**src/rtl/sad_pkg.sv**
```systemverilog
// Shared definitions for the SAD engine: control states, accumulator width
// helper and an elaboration-time parameter legality check.
package sad_pkg;

    typedef enum logic [1:0] {
        IDLE  = 2'd0,
        RUN   = 2'd1,
        DRAIN = 2'd2,
        DONE  = 2'd3
    } sad_state_e;

    // Accumulator width that holds BLOCK_N * (2**DATA_W - 1) without overflow.
    function automatic int acc_width(input int data_w, input int block_n);
        return data_w + $clog2(block_n + 1);
    endfunction

endpackage

// Elaboration check: LANES a power of two in 1..16, BLOCK_N a multiple of LANES.
`define SAD_CHECK_PARAMS(BN, LN) \
    if ((((BN) % (LN)) != 0) || ((BN) < (LN)) || ((LN) < 1) || ((LN) > 16) || \
        (((LN) & ((LN) - 1)) != 0)) begin : g_bad_params \
        $error("sad_engine: illegal BLOCK_N/LANES combination"); \
    end

```
**src/rtl/sad_absdiff_tree.sv**
```systemverilog
// Combinational per-lane |a - b| followed by a reduction over all lanes.
// The result is wide enough that the lane sum can never overflow.
module sad_absdiff_tree #(
    parameter int  DATA_W = 8,
    parameter int  LANES  = 1,
    localparam int SUM_W  = DATA_W + $clog2(LANES) + 1
) (
    input  logic [LANES*DATA_W-1:0] a_s,
    input  logic [LANES*DATA_W-1:0] b_s,
    output logic [SUM_W-1:0]        sum_s
);

    function automatic logic [DATA_W-1:0] abs_diff(input logic [DATA_W-1:0] x,
                                                   input logic [DATA_W-1:0] y);
        return (x >= y) ? (x - y) : (y - x);
    endfunction

    logic [SUM_W-1:0] sum_v;

    // Reduce the absolute differences of all lanes into one unsigned sum.
    always_comb begin
        sum_v = {SUM_W{1'b0}};
        for (int k = 0; k < LANES; k++) begin
            sum_v = sum_v + SUM_W'(abs_diff(a_s[k*DATA_W +: DATA_W], b_s[k*DATA_W +: DATA_W]));
        end
        sum_s = sum_v;
    end

endmodule

```
**src/rtl/sad_engine.sv**
```systemverilog
// Sum-of-absolute-differences engine: LANES sample pairs per beat, one SAD
// per BLOCK_N pairs. Stage 1 registers the lane sum, stage 2 accumulates.
// Optional minimum tracking is enabled by defining SAD_MINTRACK_EN.
module sad_engine
    import sad_pkg::*;
#(
    parameter int  DATA_W  = 8,
    parameter int  BLOCK_N = 256,
    parameter int  LANES   = 1,
    localparam int ACC_W   = acc_width(DATA_W, BLOCK_N)
) (
    input  logic                    clk_i,
    input  logic                    rst_i,
    input  logic                    enb_i,
    input  logic                    abort_i,
    input  logic                    vld_i,
    output logic                    rdy_o,
    input  logic [LANES*DATA_W-1:0] dta_i,
    input  logic [LANES*DATA_W-1:0] dtb_i,
`ifdef SAD_MINTRACK_EN
    input  logic                    clr_min_i,
    output logic [ACC_W-1:0]        min_o,
    output logic [15:0]             min_idx_o,
`endif
    output logic [ACC_W-1:0]        dt_o,
    output logic                    busy_o,
    output logic                    done_o
);

    localparam int SUM_W = DATA_W + $clog2(LANES) + 1;
    localparam int CNT_W = $clog2(BLOCK_N + 1);

    `SAD_CHECK_PARAMS(BLOCK_N, LANES)

    sad_state_e       state_r, state_nxt_s;
    logic [CNT_W-1:0] cnt_r;
    logic [SUM_W-1:0] lane_sum_s, s1_sum_r;
    logic             s1_vld_r, s1_last_r;
    logic [ACC_W-1:0] acc_r, dt_r;
    logic             acc_last_r;
    logic             rdy_r, busy_r, done_r;
    logic             start_s, beat_s, last_beat_s, fin_s;

    sad_absdiff_tree #(.DATA_W(DATA_W), .LANES(LANES)) u_tree (
        .a_s   (dta_i),
        .b_s   (dtb_i),
        .sum_s (lane_sum_s)
    );

    // Abort overrides every event; beats are only taken while ready is asserted.
    assign start_s     = (state_r == IDLE) && enb_i && !abort_i;
    assign beat_s      = (state_r == RUN) && vld_i && rdy_r && !abort_i;
    assign last_beat_s = beat_s && (cnt_r == CNT_W'(BLOCK_N - LANES));
    assign fin_s       = (state_r == DRAIN) && acc_last_r && !abort_i;

    // Next-state logic: abort returns to IDLE from anywhere.
    always_comb begin
        state_nxt_s = state_r;
        if (abort_i) begin
            state_nxt_s = IDLE;
        end else begin
            case (state_r)
                IDLE:    if (enb_i) state_nxt_s = RUN; else state_nxt_s = IDLE;
                RUN:     if (last_beat_s) state_nxt_s = DRAIN; else state_nxt_s = RUN;
                DRAIN:   if (fin_s) state_nxt_s = DONE; else state_nxt_s = DRAIN;
                DONE:    state_nxt_s = IDLE;
                default: state_nxt_s = IDLE;
            endcase
        end
    end

    // State register.
    always_ff @(posedge clk_i or negedge rst_i) begin
        if (!rst_i) begin
            state_r <= IDLE;
        end else begin
            state_r <= state_nxt_s;
        end
    end

    // Registered handshake/status flags; ready opens one cycle after entering RUN.
    always_ff @(posedge clk_i or negedge rst_i) begin
        if (!rst_i) begin
            rdy_r  <= 1'b0;
            busy_r <= 1'b0;
            done_r <= 1'b0;
        end else begin
            rdy_r  <= (state_r == RUN) && (state_nxt_s == RUN);
            busy_r <= (state_nxt_s == RUN) || (state_nxt_s == DRAIN);
            done_r <= (state_nxt_s == DONE);
        end
    end

    // Beat counter and stage-1 lane-sum register with its valid/last flags.
    always_ff @(posedge clk_i or negedge rst_i) begin
        if (!rst_i) begin
            cnt_r     <= {CNT_W{1'b0}};
            s1_sum_r  <= {SUM_W{1'b0}};
            s1_vld_r  <= 1'b0;
            s1_last_r <= 1'b0;
        end else begin
            if (start_s) begin
                cnt_r <= {CNT_W{1'b0}};
            end else if (beat_s) begin
                cnt_r <= cnt_r + CNT_W'(LANES);
            end else begin
                cnt_r <= cnt_r;
            end
            if (beat_s) begin
                s1_sum_r <= lane_sum_s;
            end else begin
                s1_sum_r <= s1_sum_r;
            end
            s1_vld_r  <= beat_s;
            s1_last_r <= last_beat_s;
        end
    end

    // Stage-2 accumulator; the final value is published one cycle after it settles.
    always_ff @(posedge clk_i or negedge rst_i) begin
        if (!rst_i) begin
            acc_r      <= {ACC_W{1'b0}};
            acc_last_r <= 1'b0;
            dt_r       <= {ACC_W{1'b0}};
        end else begin
            if (start_s) begin
                acc_r <= {ACC_W{1'b0}};
            end else if (s1_vld_r && !abort_i) begin
                acc_r <= acc_r + ACC_W'(s1_sum_r);
            end else begin
                acc_r <= acc_r;
            end
            acc_last_r <= s1_vld_r && s1_last_r && !abort_i;
            if (fin_s) begin
                dt_r <= acc_r;
            end else begin
                dt_r <= dt_r;
            end
        end
    end

    assign rdy_o  = rdy_r;
    assign busy_o = busy_r;
    assign done_o = done_r;
    assign dt_o   = dt_r;

`ifdef SAD_MINTRACK_EN
    logic [ACC_W-1:0] min_r;
    logic [15:0]      min_idx_r, blk_idx_r;

    // Track the smallest SAD seen; strict less-than keeps the earliest on ties.
    always_ff @(posedge clk_i or negedge rst_i) begin
        if (!rst_i) begin
            min_r     <= {ACC_W{1'b1}};
            min_idx_r <= 16'd0;
            blk_idx_r <= 16'd0;
        end else if (clr_min_i) begin
            min_r     <= {ACC_W{1'b1}};
            min_idx_r <= 16'd0;
            blk_idx_r <= 16'd0;
        end else if (fin_s) begin
            blk_idx_r <= blk_idx_r + 16'd1;
            if (acc_r < min_r) begin
                min_r     <= acc_r;
                min_idx_r <= blk_idx_r;
            end else begin
                min_r     <= min_r;
                min_idx_r <= min_idx_r;
            end
        end else begin
            min_r     <= min_r;
            min_idx_r <= min_idx_r;
            blk_idx_r <= blk_idx_r;
        end
    end

    assign min_o     = min_r;
    assign min_idx_o = min_idx_r;
`endif

endmodule

```
**config.mk**
```make
export PLATFORM = sky130hd
export DESIGN_NAME = sad_engine
export DESIGN_NICKNAME = d
export VERILOG_FILES = /design/src/rtl/sad_pkg.sv /design/src/rtl/sad_absdiff_tree.sv /design/src/rtl/sad_engine.sv
export SDC_FILE = /design/constraint.sdc
export NUM_CORES = 1
export LEC_CHECK = 0
export CAP_MARGIN = 20
export CORE_AREA = 3 3 86 88
export CTS_BUF_LIST = sky130_fd_sc_hd__clkbuf_4 sky130_fd_sc_hd__clkbuf_8 sky130_fd_sc_hd__clkbuf_16
export CTS_CLUSTER_SIZE = 14
export DETAILED_ROUTE_END_ITERATION = 7
export DIE_AREA = 0 0 89 91
export GPL_ROUTABILITY_DRIVEN = 0
export HOLD_SLACK_MARGIN = 0.03
export PLACE_DENSITY = 0.83
export REMOVE_ABC_BUFFERS = 1
export SLEW_MARGIN = 20
export SYNTH_ARGS = -nofsm -noshare
export SYNTH_HDL_FRONTEND = slang
export SYNTH_SLANG_ARGS = --single-unit
```
**constraint.sdc**
```tcl
create_clock -name clk_i -period 2.1 [get_ports clk_i]
set_input_delay 0.42 -clock clk_i [delete_from_list [all_inputs] [get_ports clk_i]]
set_output_delay 0.42 -clock clk_i [all_outputs]
set_load 0.005 [all_outputs]
```
==> flow_summary_export.csv <==
group,metric,value,unit
layout,nNetsFinal,473,
critical_path,crit_fanout,5,
timing,setup-violations-final,0,
die,coreArea,0.00672,mm²
yosys,yosys_warnings,0,
routing,dr_wl_met3,305,µm
cts,cts_made_buffers,9,
timing,tns,0,ns
routing,route.met2.wl,4240,µm
critical_path,start_kind,"flop",
layout,antenna_cells,0,
critical_path,path_class,"reg -> reg",
power_and_ir_drop,ir_drop,0.000302,V
cts,cts_root_buffer,"clkbuf_8",
global_routing,grt_usage,20.0,%
yosys,ys.flop_type,"dfrtp_1",
cts,ctsHoldBuffers,0,
timing,finalHoldViolCount,0,
timing,worstMarginPinSlew,0.645,ns
worst_hold_path,hp-class,"in -> async",
global_routing,grt_pass1_wl,12800,µm
routing,drc_errors,0,
yosys,yosysMostFrequentCell,"dfrtp_1",
die,die_area,0.00810,mm²
cts,tritoncts,"yes",
yosys,synth_edf_count,0,
yosys,synth_cell_type_count,43,
global_routing,overflow,0,
routing,antenna_left,0,
cts,clock-sinks,59,
place,place_hpwl,5460,µm
critical_path,r2r_start,"s1_sum_r[0]",
place,dp.cells,481,
yosys,postSynthCellCount,326,
critical_path,cp.arrival,2.28,ns
cts,clk_pin_slew,0.07,ns
die,initial_core_util,50.0,%
timing,grt_setup_unrepaired,"yes",
layout,multi_input_area,0.00187,mm²
layout,areaGrowthSynthToFinish,36.7,%
place,placed_cell_area,0.00415,mm²
routing,drt-pass1-iter-count,4,
die,die_width,89,µm
power_and_ir_drop,power,2.87,mW
critical_path,r2r_setup_slack,0.05,ns
yosys,synth_top_cell_by_area,"dfrtp_1",
yosys,ys_top_cells_by_count,"dfrtp_1 (59), ha_1 (27), inv_1 (27)",
global_routing,grt_max_degree,38,
layout,n_fill_cell,490,
layout,drive_above_1_share,28.6,%
timing,finalWorstSetupSlack,0.0518,ns
timing,fmax,488,MHz
place,io_buffers,40,
global_routing,grt_pass1_vias,2865,
timing,final_max_slew_viol_count,0,
die,ios,41,
timing,clock_skew,0.00664,ns
cts,cts_buffer_depth,2,
yosys,yosysSeqAreaShare,43.9,%
routing,avgRoutedWirePerCell,15.6,µm
yosys,synth_area,0.00336,mm²
place,place_ws,-0.804,ns
critical_path,worstSetupEndpointType,"flop",
timing,post-route-period-util,97.5,%
routing,via_per_inst,5.50,
status,status,"complete, no violations",
yosys,async_reset_ff_share,100,%
job,cap_violations,0,
yosys,yosysTopAreaCellShare,43.9,%
critical_path,crit_required,2.33,ns
yosys,syn_avg_cell_area,10.3,µm²
layout,final-seq-area,0.00148,mm²
power_and_ir_drop,powerDensity,624,mW/mm²
global_routing,antenna_found_initial,0,
layout,stdcell_area,0.00459,mm²
routing,drtIter0Drc,124,
routing,m1WireLength,3180,µm
routing,top_layer,"met4",
yosys,ys_seq_elements,59,
critical_path,reg2reg_depth,11,
routing,dr_total_vias,2788,
power_and_ir_drop,static-leakage-power,2.28,nW
critical_path,r2r_end,"acc_r[12]",
cts,cts-htree-levels,3,
timing,slew_headroom,56.9,%
die,dieHeight,91,µm
cts,clk_latency,0.34,ns
die,rows,30,
yosys,synthTopCellsByArea,"dfrtp_1 (44%), ha_1 (10%), mux2_2 (5.7%), xnor2_1 (3.1%), inv_1 (3.0%)",
layout,finalNonFillerCells,507,
layout,fin_util,68.4,%
timing,whs,0.0491,ns
timing,period_needed,2.05,ns
routing,wl,7890,µm
[state kept, by name, summed over array words and instances, names as in the netlist]
signal / count
done_o: 1
state_r: 2
acc_last_r: 1
rdy_o: 1
s1_vld_r: 1
acc_r: 17
cnt_r: 9
s1_sum_r: 8
dt_o: 17
s1_last_r: 1
busy_o: 1
[worst max-delay path: stages, from the launching register on]
cell,delay [ns]
dfrtp_1,0.37
ha_2,0.19
inv_1,0.05
fa_2,0.34
nor2b_1,0.12
o21a_1,0.17
o21ai_2,0.09
a21oi_2,0.15
buf_6,0.14
nand3_2,0.08
xor2_1,0.17
nor2_1,0.06
[cell families (layout without fill, tap and decap cells)]
family	count (synthesis)	after routing	share of synthesized area (%)
flops	59	59	43.9
fa+ha+maj	30	30	11.8
compound gates	63	63	12.2
xor+xnor	23	23	5.99
simple gates	90	90	13.6
mux	24	24	7.78
buf+inv	37	138	4.73
[power by group]
part | internal (mW) | switching [mW] | total (mW)
Combinational | 0.260 | 0.258 | 0.518
Clock | 0.699 | 0.460 | 1.16
Sequential | 1.17 | 0.0217 | 1.19
[layer usage]
| metal | vias to the layer above | track usage [%] |
|---|---|---|
| li1 | 1319 | - |
| met1 | 1375 | 22.9 |
| met2 | 75 | 35.5 |
| met3 | 19 | 4.08 |
| met4 | 0 | 7.82 |
| met5 | - | 0 |
[cell usage in the layout (no fill, tap or decap), drive strengths merged, types with 2 or more instances in the layout]
cell type      instances
nor2                  26
nand2b                 5
mux2                  17
dfrtp                 59
bufinv                 2
o31ai                  2
mux2i                  7
and2                   2
inv                   27
o21ai                 17
a21o                   9
xnor2                 12
nand4                  5
fa                     3
a221oi                 2
a31oi                  4
clkbuf                12
dlygate4sd2            3
o21a                   2
clkinv                 3
dlymetal6s2s           2
a21oi                 17
buf                   57
clkdlybuf4s50         30
or3                    3
nand3b                 3
nor3                   2
nor2b                  3
xor2                  11
nand2                 23
clkinvlp               2
ha                    27
and3                   5
a22o                   5
nand3                  9
[cell type report]
class                           instances  area share [%]
Clock inverter                          6            1.93
Tap cell                               80            2.18
Sequential cell                        59            32.1
Clock buffer                           10            3.00
Inverter                               28            2.40
Multi-Input combinational cell        230            40.8
Timing Repair Buffer                   94            17.6
[how the worst max path moves through the flow]
stage / end / from
after detailed placement: s1_sum_r[3] / dta_i[0]
after CTS: acc_r[12] / s1_sum_r[0]
after global routing: acc_r[6] / s1_sum_r[0]
final: acc_r[12] / s1_sum_r[0]
after global placement: s1_sum_r[3] / dta_i[0]
after floorplan: s1_sum_r[4] / dta_i[0]
[timing repair]
action | CTS | global route
endpoints found under the setup margin | 11 | 18
resized for setup | 29 | 26
buffers inserted | 7 | 3
pin swaps | 12 | 11
Power figures use the tool's default switching activity.
